[src/rtl/pipe_hazard_ctrl_pkg.sv]
// rtl/pipe_hazard_ctrl_pkg.sv - shared types and constants for the pipeline hazard controller
package pipe_ctrl_pkg;

  typedef enum logic {
    RUN     = 1'b0,
    MC_BUSY = 1'b1
  } state_e;

  localparam int REG_W_DEF = 5;

  // Register $zero never carries a real dependency.
  localparam logic [REG_W_DEF-1:0] ZERO_REG = '0;

endpackage

[src/rtl/pipe_hazard_ctrl_if.sv]
// rtl/pipe_hazard_ctrl_if.sv - hazard inputs and hold/bubble selects between pipeline and controller
interface pipe_hazard_ctrl_if
  import pipe_ctrl_pkg::*;
#(
  parameter int REG_W = REG_W_DEF
);

  logic [REG_W-1:0] ifid_rs_i;
  logic [REG_W-1:0] ifid_rt_i;
  logic             ifid_uses_rt_i;
  logic             idex_memread_i;
  logic [REG_W-1:0] idex_rt_i;
  logic             branch_taken_i;
  logic             mc_start_i;
  logic             ext_stall_i;

  logic             pc_remain_o;
  logic             ifid_remain_o;
  logic             idex_remain_o;
  logic             exmem_remain_o;
  logic             memwb_remain_o;
  logic             ifid_flush_o;
  logic             idex_flush_o;
  logic             exmem_flush_o;

  modport master (
    output ifid_rs_i, ifid_rt_i, ifid_uses_rt_i, idex_memread_i, idex_rt_i,
           branch_taken_i, mc_start_i, ext_stall_i,
    input  pc_remain_o, ifid_remain_o, idex_remain_o, exmem_remain_o, memwb_remain_o,
           ifid_flush_o, idex_flush_o, exmem_flush_o
  );

  modport slave (
    input  ifid_rs_i, ifid_rt_i, ifid_uses_rt_i, idex_memread_i, idex_rt_i,
           branch_taken_i, mc_start_i, ext_stall_i,
    output pc_remain_o, ifid_remain_o, idex_remain_o, exmem_remain_o, memwb_remain_o,
           ifid_flush_o, idex_flush_o, exmem_flush_o
  );

endinterface

[src/rtl/pipe_hazard_ctrl_perf_cnt.sv]
// rtl/pipe_hazard_ctrl_perf_cnt.sv - wrapping event counter with synchronous clear
module pipe_perf_cnt #(
  parameter int CNT_W = 16
) (
  input  logic             clk_i,
  input  logic             rst_i,
  input  logic             inc_i,
  input  logic             clr_i,
  output logic [CNT_W-1:0] cnt_o
);

  logic [CNT_W-1:0] cnt_q;
  logic [CNT_W-1:0] cnt_d;

  // Clear beats a coincident increment.
  always_comb begin
    cnt_d = cnt_q;
    if (clr_i) begin
      cnt_d = '0;
    end else if (inc_i) begin
      cnt_d = cnt_q + 1'b1;
    end
  end

  always_ff @(posedge clk_i or negedge rst_i) begin
    if (!rst_i) begin
      cnt_q <= '0;
    end else begin
      cnt_q <= cnt_d;
    end
  end

  assign cnt_o = cnt_q;

endmodule

[src/rtl/pipe_hazard_ctrl.sv]
// rtl/pipe_hazard_ctrl.sv - stall/flush controller for the 5-stage pipeline
module pipe_hazard_ctrl
  import pipe_ctrl_pkg::*;
#(
  parameter int REG_W  = REG_W_DEF,
  parameter int MC_LAT = 4,
  parameter int CNT_W  = 16
) (
  input  logic             clk_i,
  input  logic             rst_i,
  pipe_hazard_ctrl_if.slave hz,
  input  logic             cnt_clr_i,
  output logic             mc_busy_o,
  output logic [CNT_W-1:0] stall_cnt_o,
  output logic [CNT_W-1:0] flush_cnt_o
);

  localparam int MC_W = (MC_LAT > 2) ? $clog2(MC_LAT) : 1;

  state_e          state_q, state_d;
  logic [MC_W-1:0] mc_cnt_q, mc_cnt_d;

  logic load_use;
  logic branch_evt;
  logic pc_remain, ifid_remain, idex_remain, exmem_remain, memwb_remain;
  logic ifid_flush, idex_flush, exmem_flush;

  assign load_use = hz.idex_memread_i
                  & (hz.idex_rt_i != REG_W'(ZERO_REG))
                  & ((hz.idex_rt_i == hz.ifid_rs_i)
                     | (hz.ifid_uses_rt_i & (hz.idex_rt_i == hz.ifid_rt_i)));

  always_comb begin
    state_d      = state_q;
    mc_cnt_d     = mc_cnt_q;
    branch_evt   = 1'b0;
    pc_remain    = 1'b0;
    ifid_remain  = 1'b0;
    idex_remain  = 1'b0;
    exmem_remain = 1'b0;
    memwb_remain = 1'b0;
    ifid_flush   = 1'b0;
    idex_flush   = 1'b0;
    exmem_flush  = 1'b0;

    if (hz.ext_stall_i) begin
      // Freeze the whole pipe, but let the multi-cycle unit keep counting down.
      pc_remain    = 1'b1;
      ifid_remain  = 1'b1;
      idex_remain  = 1'b1;
      exmem_remain = 1'b1;
      memwb_remain = 1'b1;
      if (mc_cnt_q != '0) begin
        mc_cnt_d = mc_cnt_q - 1'b1;
      end
    end else begin
      unique case (state_q)
        RUN: begin
          if (hz.mc_start_i) begin
            pc_remain   = 1'b1;
            ifid_remain = 1'b1;
            idex_remain = 1'b1;
            exmem_flush = 1'b1;
            mc_cnt_d    = MC_W'(MC_LAT - 2);
            state_d     = MC_BUSY;
          end else if (hz.branch_taken_i) begin
            ifid_flush = 1'b1;
            idex_flush = 1'b1;
            branch_evt = 1'b1;
          end else if (load_use) begin
            pc_remain   = 1'b1;
            ifid_remain = 1'b1;
            idex_flush  = 1'b1;
          end
        end
        MC_BUSY: begin
          if (mc_cnt_q != '0) begin
            pc_remain   = 1'b1;
            ifid_remain = 1'b1;
            idex_remain = 1'b1;
            exmem_flush = 1'b1;
            mc_cnt_d    = mc_cnt_q - 1'b1;
          end else begin
            state_d = RUN;
          end
        end
        default: state_d = RUN;
      endcase
    end
  end

  always_ff @(posedge clk_i or negedge rst_i) begin
    if (!rst_i) begin
      state_q  <= RUN;
      mc_cnt_q <= '0;
    end else begin
      state_q  <= state_d;
      mc_cnt_q <= mc_cnt_d;
    end
  end

  assign hz.pc_remain_o    = pc_remain;
  assign hz.ifid_remain_o  = ifid_remain;
  assign hz.idex_remain_o  = idex_remain;
  assign hz.exmem_remain_o = exmem_remain;
  assign hz.memwb_remain_o = memwb_remain;
  assign hz.ifid_flush_o   = ifid_flush;
  assign hz.idex_flush_o   = idex_flush;
  assign hz.exmem_flush_o  = exmem_flush;
  assign mc_busy_o         = (state_q == MC_BUSY);

  pipe_perf_cnt #(.CNT_W(CNT_W)) u_stall_cnt (
    .clk_i (clk_i),
    .rst_i (rst_i),
    .inc_i (pc_remain),
    .clr_i (cnt_clr_i),
    .cnt_o (stall_cnt_o)
  );

  pipe_perf_cnt #(.CNT_W(CNT_W)) u_flush_cnt (
    .clk_i (clk_i),
    .rst_i (rst_i),
    .inc_i (branch_evt),
    .clr_i (cnt_clr_i),
    .cnt_o (flush_cnt_o)
  );

endmodule
[src/flat_wrapper.sv]
// flat-port wrapper written by rule: the top's interface ports become plain ports
module pipe_hazard_ctrl_flat import pipe_ctrl_pkg::*;
#(
  parameter int REG_W  = REG_W_DEF,
  parameter int MC_LAT = 4,
  parameter int CNT_W  = 16
)
  (clk_i, rst_i, cnt_clr_i, mc_busy_o, stall_cnt_o, flush_cnt_o, hz_ifid_rs_i, hz_ifid_rt_i, hz_ifid_uses_rt_i, hz_idex_memread_i, hz_idex_rt_i, hz_branch_taken_i, hz_mc_start_i, hz_ext_stall_i, hz_pc_remain_o, hz_ifid_remain_o, hz_idex_remain_o, hz_exmem_remain_o, hz_memwb_remain_o, hz_ifid_flush_o, hz_idex_flush_o, hz_exmem_flush_o);
  pipe_hazard_ctrl_if #(.REG_W(REG_W)) hz_i ();
  input  logic clk_i;
  input  logic rst_i;
  input  logic cnt_clr_i;
  output logic mc_busy_o;
  output logic [CNT_W-1:0] stall_cnt_o;
  output logic [CNT_W-1:0] flush_cnt_o;
  input wire logic [$bits(hz_i.ifid_rs_i)-1:0] hz_ifid_rs_i;
  input wire logic [$bits(hz_i.ifid_rt_i)-1:0] hz_ifid_rt_i;
  input wire logic [$bits(hz_i.ifid_uses_rt_i)-1:0] hz_ifid_uses_rt_i;
  input wire logic [$bits(hz_i.idex_memread_i)-1:0] hz_idex_memread_i;
  input wire logic [$bits(hz_i.idex_rt_i)-1:0] hz_idex_rt_i;
  input wire logic [$bits(hz_i.branch_taken_i)-1:0] hz_branch_taken_i;
  input wire logic [$bits(hz_i.mc_start_i)-1:0] hz_mc_start_i;
  input wire logic [$bits(hz_i.ext_stall_i)-1:0] hz_ext_stall_i;
  output wire logic [$bits(hz_i.pc_remain_o)-1:0] hz_pc_remain_o;
  output wire logic [$bits(hz_i.ifid_remain_o)-1:0] hz_ifid_remain_o;
  output wire logic [$bits(hz_i.idex_remain_o)-1:0] hz_idex_remain_o;
  output wire logic [$bits(hz_i.exmem_remain_o)-1:0] hz_exmem_remain_o;
  output wire logic [$bits(hz_i.memwb_remain_o)-1:0] hz_memwb_remain_o;
  output wire logic [$bits(hz_i.ifid_flush_o)-1:0] hz_ifid_flush_o;
  output wire logic [$bits(hz_i.idex_flush_o)-1:0] hz_idex_flush_o;
  output wire logic [$bits(hz_i.exmem_flush_o)-1:0] hz_exmem_flush_o;
  assign hz_i.ifid_rs_i = hz_ifid_rs_i;
  assign hz_i.ifid_rt_i = hz_ifid_rt_i;
  assign hz_i.ifid_uses_rt_i = hz_ifid_uses_rt_i;
  assign hz_i.idex_memread_i = hz_idex_memread_i;
  assign hz_i.idex_rt_i = hz_idex_rt_i;
  assign hz_i.branch_taken_i = hz_branch_taken_i;
  assign hz_i.mc_start_i = hz_mc_start_i;
  assign hz_i.ext_stall_i = hz_ext_stall_i;
  assign hz_pc_remain_o = hz_i.pc_remain_o;
  assign hz_ifid_remain_o = hz_i.ifid_remain_o;
  assign hz_idex_remain_o = hz_i.idex_remain_o;
  assign hz_exmem_remain_o = hz_i.exmem_remain_o;
  assign hz_memwb_remain_o = hz_i.memwb_remain_o;
  assign hz_ifid_flush_o = hz_i.ifid_flush_o;
  assign hz_idex_flush_o = hz_i.idex_flush_o;
  assign hz_exmem_flush_o = hz_i.exmem_flush_o;
  pipe_hazard_ctrl #(.REG_W(REG_W), .MC_LAT(MC_LAT), .CNT_W(CNT_W)) u_core (.clk_i(clk_i), .rst_i(rst_i), .hz(hz_i), .cnt_clr_i(cnt_clr_i), .mc_busy_o(mc_busy_o), .stall_cnt_o(stall_cnt_o), .flush_cnt_o(flush_cnt_o));
endmodule
[config.mk]
export PLATFORM = sky130hd
export DESIGN_NAME = pipe_hazard_ctrl_flat
export DESIGN_NICKNAME = d
export VERILOG_FILES = /design/src/rtl/pipe_hazard_ctrl_pkg.sv /design/src/rtl/pipe_hazard_ctrl_if.sv /design/src/rtl/pipe_hazard_ctrl_perf_cnt.sv /design/src/rtl/pipe_hazard_ctrl.sv /design/src/flat_wrapper.sv
export SDC_FILE = /design/constraint.sdc
export NUM_CORES = 1
export LEC_CHECK = 0
export ABC_AREA = 0
export CAP_MARGIN = 15
export CORE_MARGIN = 4
export CORE_UTILIZATION = 42
export DETAILED_ROUTE_END_ITERATION = 10
export GPL_ROUTABILITY_DRIVEN = 0
export PLACE_DENSITY_LB_ADDON = 0.12
export SYNTH_ARGS = -nofsm -noshare
export SYNTH_HDL_FRONTEND = slang
export SYNTH_HIERARCHICAL = 1
export SYNTH_SLANG_ARGS = --single-unit
[constraint.sdc]
create_clock -name clk_i -period 2.17 [get_ports clk_i]
set_input_delay 0.434 -clock clk_i [delete_from_list [all_inputs] [get_ports clk_i]]
set_output_delay 0.434 -clock clk_i [all_outputs]
set_load 0.05 [all_outputs]
==> qor.yml, run 1 <==
status:
  outcome: "complete, but fails checks"
  violations: "setup timing"
power:
  combPwrFrac_pct: 38.4
  powerDensity_mw_per_mm2: 642
  clockPowerShare_pct: 25.2
  max-vdd-ir-drop_uv: 804
  p_sw_mw: 0.741
  seq_power_share_pct: 36.4
  swShare_pct: 35.4
  cellLeakagePower_nw: 1.40
  p_total_mw: 2.09
  power.internal_mw: 1.35
job:
  maxCapViolations: 0
critical_path:
  crit_slowest_cell: "or4_4"
  start_kind: "input pin"
  critical_path_class: "input pin to primary output"
  crit_chain: "buf_6 -> buf_6 -> or4_4 -> o21ai_4 -> o41ai_4 -> buf_4 -> buf_12 -> buf_12"
  critPathBufInv: 5
  crit_family: "buffers and inverters"
  worst_setup_path_end_kind: "primary output"
  crit_path_max_fanout: 3
  cp.arrival_ns: 1.88
  max_stage_delay_ns: 0.54
  crit_required_ns: 1.74
yosys:
  synth_top_family_by_area: "simple AND/OR/NAND/NOR gates"
  syn_nets: 231
  yosysSeqAreaShare_pct: 42.0
  synth_cell_types: 37
  synth_mux_area_share_pct: 3.48
  synthAdderAreaFrac_pct: 1.20
  yosys_register_bits: 35
  yosysWarnings: 6
  synthSimpleGateAreaFrac_pct: 27.0
  syn_area_mm2: 0.00209
  synth-compound-area-share_pct: 8.15
  postSynthCellCount: 206
  synthXorXnorAreaFrac_pct: 12.6
  avgSynthCellArea_um2: 10.1
timing:
  worst_pin_slew_ns: 0.541
  fin_crit_sh_pct: 107
  hold_violations: 0
  finalSetupViolCount: 4
  finalCriticalPeriod_ns: 2.31
  max_slew_margin_pct: 63.8
  rsz0062_at_grt: "yes"
  skew_ns: 0.00791
  setup_ws_ns: -0.143
  max_freq_mhz: 432
  maxSlewViolCount: 0
routing:
  via_per_inst: 4.96
  wl_per_cell_um: 13.8
  via_count: 1806
  dr.pass1.iters: 4
  drtIter0Drc: 86
  totalWireLength_um: 5030
  antenna_left: 0
  drc: 0
floorplan:
  die-area_mm2: 0.00616
  coreArea_mm2: 0.00475
  rows: 25
  ios: 64
  initial_core_util_pct: 43.9
  die_x_um: 78.5
  chipHeight_um: 78.5
grt:
  gr-total-overflow: 0
  grt_pass1_vias: 1788
  grt_first_pass_wirelength_um: 8610
  track_usage_pct: 17.5
  grt_start_max_net_pins: 36
  grt_antenna_before_repair: 0
placement:
  dpl_worst_slack_ns: -0.772
  dp_hpwl_um: 3660
  dpl_cell_area_mm2: 0.00303
  port_buffers: 63
layout:
  drive_above_1_share_pct: 30.0
  n_antenna_cell: 0
  syn2layout_area_growth_pct: 56.2
  fillers: 388
  finish.instance_area_mm2: 0.00326
  finish.net_count: 321
clocking:
  cts_tree: "yes"
  clock_latency_ns: 0.28
  postCtsHoldBufs: 0
  cts_sinks: 35
  clk_pin_slew_ns: 0.07
  cts_buffers: 5
  htreeDepth: 2
  clockBufferDepth: 2
  cts_root_buf: "clkbuf_8"
worst_hold_path:
  hold_path_class: "input pin to async pin"
worst paths after layout:
kind	startpoint	to	slack, ns	depth (start not counted)
worst min-delay path	rst_i	u_core/u_flush_cnt/cnt_o[15]	0.56	2
worst min register to register	u_core/mc_cnt_q[1]	u_core/mc_busy_o	0.57	2
min in group clk_i	hz_mc_start_i	u_core/mc_cnt_q[1]	0.56	4
worst max-delay path	hz_idex_rt_i[4]	hz_pc_remain_o	-0.14	8
max in group asynchronous	rst_i	u_core/mc_busy_o	1.28	2
worst max register to register	u_core/mc_busy_o	u_core/u_stall_cnt/cnt_o[15]	0.14	7
Yosys cell counts:
library cell	n	share of area (%)
nor4b_2	2	1.4
o211ai_4	2	2.0
nand2_1	13	2.3
nor3_2	2	0.96
nand4_1	8	2.4
a32oi_1	1	0.42
o21bai_1	1	0.36
buf_4	5	1.8
nand2b_1	1	0.30
nand4_2	2	1.2
mux2i_1	2	0.96
inv_1	7	1.3
nor2b_1	2	0.60
o21ai_0	7	1.7
xnor2_1	15	6.3
o31ai_1	1	0.36
dfrtp_1	35	42
nor2_1	33	5.9
o41ai_2	1	0.78
o21ai_2	1	0.42
nand3_1	4	0.96
and3_1	2	0.60
nor3b_2	2	1.2
mux2_1	2	1.1
ha_1	2	1.2
a21oi_1	7	1.7
a22o_1	1	0.42
nor3_1	4	0.96
or4_1	1	0.36
mux2_4	2	1.4
clkbuf_1	2	0.36
buf_6	4	2.2
or2_2	1	0.30
or3_1	6	1.8
and2_1	1	0.30
xor2_1	15	6.3
nor4_2	9	5.4
layout by cell type (no fill, tap or decap), types with 3 or more instances in the layout:
cell,instances
xnor2_1,15
xor2_1,15
inv_1,7
nor3_2,3
a21oi_2,3
buf_2,3
nor4_2,5
a21oi_1,4
dfrtp_1,34
mux2_4,3
clkdlybuf4s50_1,38
clkbuf_8,7
nand4_1,8
nand2_1,13
dlygate4sd2_1,6
buf_6,8
nor4_4,4
o21ai_0,6
nand3_1,4
nor2_1,33
or3_1,5
buf_12,9
buf_4,26
through the flow:
| stage | setup TNS, ns | cells | hold slack [ns] | utilization (%) |
|---|---|---|---|---|
| 4_1_cts | -0.342 | 363 | 0.569 | 67.7 |
| 6_report | -0.380 | 364 | 0.556 | 68.6 |
| 5_1_grt | -1.53 | 364 | 0.588 | 68.6 |
| 3_5_place_dp | -12.81 | 352 | 0.540 | 63.8 |
| 2_1_floorplan | -9.30 | 206 | 0.138 | - |
| 3_3_place_gp | -11.77 | 352 | 0.528 | 63.8 |
cell type report:
| class | count | area, um2 | area share [%] |
|---|---|---|---|
| Clock buffer | 7 | 96.3 | 2.96 |
| Clock inverter | 1 | 7.51 | 0.230 |
| Inverter | 7 | 26.3 | 0.806 |
| Multi-Input combinational cell | 153 | 1210 | 37.1 |
| Sequential cell | 35 | 877 | 26.9 |
| Tap cell | 67 | 83.8 | 2.57 |
| Timing Repair Buffer | 94 | 958 | 29.4 |
repair_timing:
action                                 CTS  global route
endpoints found under the hold margin    0             0
cloned                                   0             0
pin swaps                               13             9
setup endpoints to repair               20            15
resized for setup                       52             9
setup buffers                            4             1
logic make-up (layout without fill, tap and decap cells):
group	Yosys count	count (layout)
multiplexers	6	6
flip-flops	35	35
buffers and inverters	18	109
AND/OR/NAND/NOR	93	93
adder cells (fa/ha/maj)	2	2
AO/OA/AOI/OAI	22	22
XOR/XNOR	30	30
per-layer routing:
| metal | GRT usage (%) | up-vias | part of all wire [%] |
|---|---|---|---|
| met1 | 23.5 | 870 | 46 |
| met5 | 0 | - | 0 |
| met2 | 28.4 | 37 | 50 |
| met3 | 4.47 | 7 | 3.7 |
| met4 | 3.67 | 0 | 0.78 |
| li1 | - | 892 | - |
power groups by stage:
stage | registers [mW] | clock network (mW) | logic, mW
after floorplan | 0.880 | 0 | 0.310
after global placement | 0.770 | 0 | 0.762
after detailed placement | 0.771 | 0 | 0.765
after CTS | 0.760 | 0.541 | 0.801
after global routing | 0.772 | 0.578 | 0.858
final | 0.762 | 0.527 | 0.805
state kept, by name, summed over array words and instances, names as in the netlist:
| signal | flops |
|---|---|
| u_core/mc_busy_o | 1 |
| u_core/mc_cnt_q | 2 |
| u_core/u_flush_cnt/cnt_o | 16 |
| u_core/u_stall_cnt/cnt_o | 16 |
Note: power is estimated with default switching activity, not from simulation.
==> run 2: changes to the inputs <==
--- a/config.mk
+++ b/config.mk
@@ -7,7 +7,6 @@
 export LEC_CHECK = 0
 export ABC_AREA = 0
 export CAP_MARGIN = 15
-export CORE_MARGIN = 4
 export CORE_UTILIZATION = 42
 export DETAILED_ROUTE_END_ITERATION = 10
 export GPL_ROUTABILITY_DRIVEN = 0
==> qor.yml, run 2 (same netlist as run 1, synthesis figures left out) <==
layout:
  finish.net_count: 324  # +0.93%
  n_antenna_cell: 0  # unchanged
  drive_above_1_share_pct: 30.7  # +0.70 points
  fin_util_pct: 68.0  # -0.58 points
  syn2layout_area_growth_pct: 54.9
  layout_commonest_cell: "clkdlybuf4s50_1"
  mostFrequentLayoutCells: "clkdlybuf4s50_1 (38), dfrtp_1 (34), nor2_1 (33)"
routing:
  via_per_inst: 4.97  # +0.23%
  antenna_left: 0  # unchanged
  totalWireLength_um: 4960  # -1.4%
  drc: 0  # unchanged
  drtIter0Drc: 68  # -21%
  wl_per_cell_um: 13.5  # -2.2%
  via_count: 1825  # +1.1%
  dr.pass1.iters: 4  # unchanged
floorplan:
  initial_core_util_pct: 43.9  # unchanged
  ios: 64  # unchanged
  die-area_mm2: 0.00525  # -15%
  chipHeight_um: 72.5  # -7.6%
  coreArea_mm2: 0.00475  # unchanged
  die_x_um: 72.5  # -7.6%
  rows: 25  # unchanged
critical_path:
  crit_path_max_fanout: 3  # unchanged
  rrSetupSlack_ns: 0.07  # -0.07 ns
  crit_family: "simple AND/OR/NAND/NOR gates"
  reg2regPathDepth: 7  # unchanged
  critPathMostFrequentCell: "buf_6"
  critical_path_class: "input pin to flop"
  r2r-start: "u_core/mc_busy_o"
  crit_chain: "buf_6 -> xor2_1 -> nor4_2 -> a32oi_2 -> o41ai_4 -> buf_4 -> o211ai_4 -> buf_6 -> nor4_4 -> mux2_4"
  start_kind: "input pin"
  critPathBufInv: 3  # -2
  crit_required_ns: 2.34  # +0.60 ns
  worst_setup_path_end_kind: "flop"
  rr_endpoint: "u_core/u_stall_cnt/cnt_o[14]"
  cp.arrival_ns: 2.52  # +0.64 ns
  cp.depth: 10  # +2
  crit_slowest_cell: "mux2_4"
  max_stage_delay_ns: 0.33  # -0.21 ns
timing:
  setup_ws_ns: -0.186  # -0.0427 ns
  finalSetupViolCount: 12  # +8
  max_freq_mhz: 425  # -1.8%
  rsz0062_at_grt: "yes"
  fin_crit_sh_pct: 109  # +2.0 points
  hold_violations: 0  # unchanged
  worst_pin_slew_ns: 0.513  # -0.0284 ns
  maxSlewViolCount: 0  # unchanged
  skew_ns: 0.00834  # +0.000422 ns
  finalCriticalPeriod_ns: 2.36  # +0.0427 ns
  max_slew_margin_pct: 65.7  # +1.9 points
  fin_setup_tns_ns: -0.892  # -0.512 ns
power:
  powerDensity_mw_per_mm2: 626  # -2.6%
  max-vdd-ir-drop_uv: 973  # +21%
  cellLeakagePower_nw: 1.34  # -4.5%
status:
  violations: "setup timing"
  outcome: "complete, but fails checks"
grt:
  track_usage_pct: 20.5  # +3.0 points
  grt_first_pass_wirelength_um: 8360  # -3.0%
  grt_pass1_vias: 1828  # +2.2%
  grt_antenna_before_repair: 0  # unchanged
  grt_start_max_net_pins: 36  # unchanged
  gr-total-overflow: 0  # unchanged
clocking:
  cts_buffers: 5  # unchanged
  postCtsHoldBufs: 0  # unchanged
  cts_sinks: 35  # unchanged
  htreeDepth: 2  # unchanged
  clock_latency_ns: 0.29  # about the same
  cts_tree: "yes"
  clk_pin_slew_ns: 0.08  # about the same
  cts_root_buf: "clkbuf_8"
  clockBufferDepth: 2  # unchanged
job:
  maxCapViolations: 0  # unchanged
placement:
  port_buffers: 63  # unchanged
  dp_hpwl_um: 3560  # -2.6%
worst_hold_path:
  hold_path_class: "input pin to async pin"
## run 2: cell count changes in the layout (fill, tap and decap cells not counted), moves of 2 or more
cell / delta
dlygate4sd2_1: +2
xnor2_1: -2
nor4_2: +3
clkbuf_8: -2
xnor2_2: +2
buf_6: +3
nor4_4: -3
## run 2: timing repair
item,in CTS,in global routing
pin swaps,14,2
cloned,0,0
buffers inserted,6,1
endpoints found under the hold margin,0,0
gates resized for setup,56,5
setup endpoints to repair,20,16
## run 2: through the flow
stage          instance area [um2]  hold WS (ns)  power [mW]  instances  setup slack (ns)
2_1_floorplan                 2110         0.138        1.19        206            -0.864
3_3_place_gp                  3030         0.529        1.51        353            -0.725
3_5_place_dp                  3030         0.542        1.51        353            -0.787
4_1_cts                       3220         0.562        2.04        367            -0.129
5_1_grt                       3230         0.589        2.12        367            -0.284
6_report                      3230         0.557        2.02        367            -0.186
## run 2: final cells by class
type,instances,area [um2]
flip-flops and latches,35,877
fillers,408,1520
repair buffers,97,972
clock inverters,3,20.0
clock buffers,5,68.8
inverters,7,26.3
multi-input cells,153,1180
well taps,67,83.8
## run 2: layer usage
metal	track usage (%)	wire, um
met1	25.2	2230
met2	35.0	2500
met5	0	0
met4	6.10	80
met3	5.69	151
## run 2: worst max-delay path by stage
stage,from,endpoint
6_report,hz_ifid_rt_i[1],u_core/u_stall_cnt/cnt_o[14]
3_5_place_dp,hz_idex_rt_i[3],u_core/u_stall_cnt/cnt_o[5]
4_1_cts,hz_ifid_rt_i[1],u_core/u_stall_cnt/cnt_o[15]
5_1_grt,hz_ifid_rt_i[1],u_core/u_stall_cnt/cnt_o[14]
2_1_floorplan,hz_idex_rt_i[3],u_core/u_stall_cnt/cnt_o[15]
3_3_place_gp,hz_idex_rt_i[3],u_core/u_stall_cnt/cnt_o[5]
## run 2: power by group
part           total (mW)  switching [mW]  internal, mW
sequential          0.761          0.0629         0.698
clock               0.470           0.247         0.223
combinational       0.792           0.442         0.349
total                2.02           0.752          1.27
## run 2: worst register-to-register path: cells and delay by family, from the launching register on
| kind | cells | cell delay, ns |
|---|---|---|
| AND/OR/NAND/NOR | 1 | 0.29 |
| multiplexers | 1 | 0.33 |
| flip-flops | 1 | 0.40 |
| AO/OA/AOI/OAI | 2 | 0.48 |
| buffers and inverters | 3 | 0.49 |
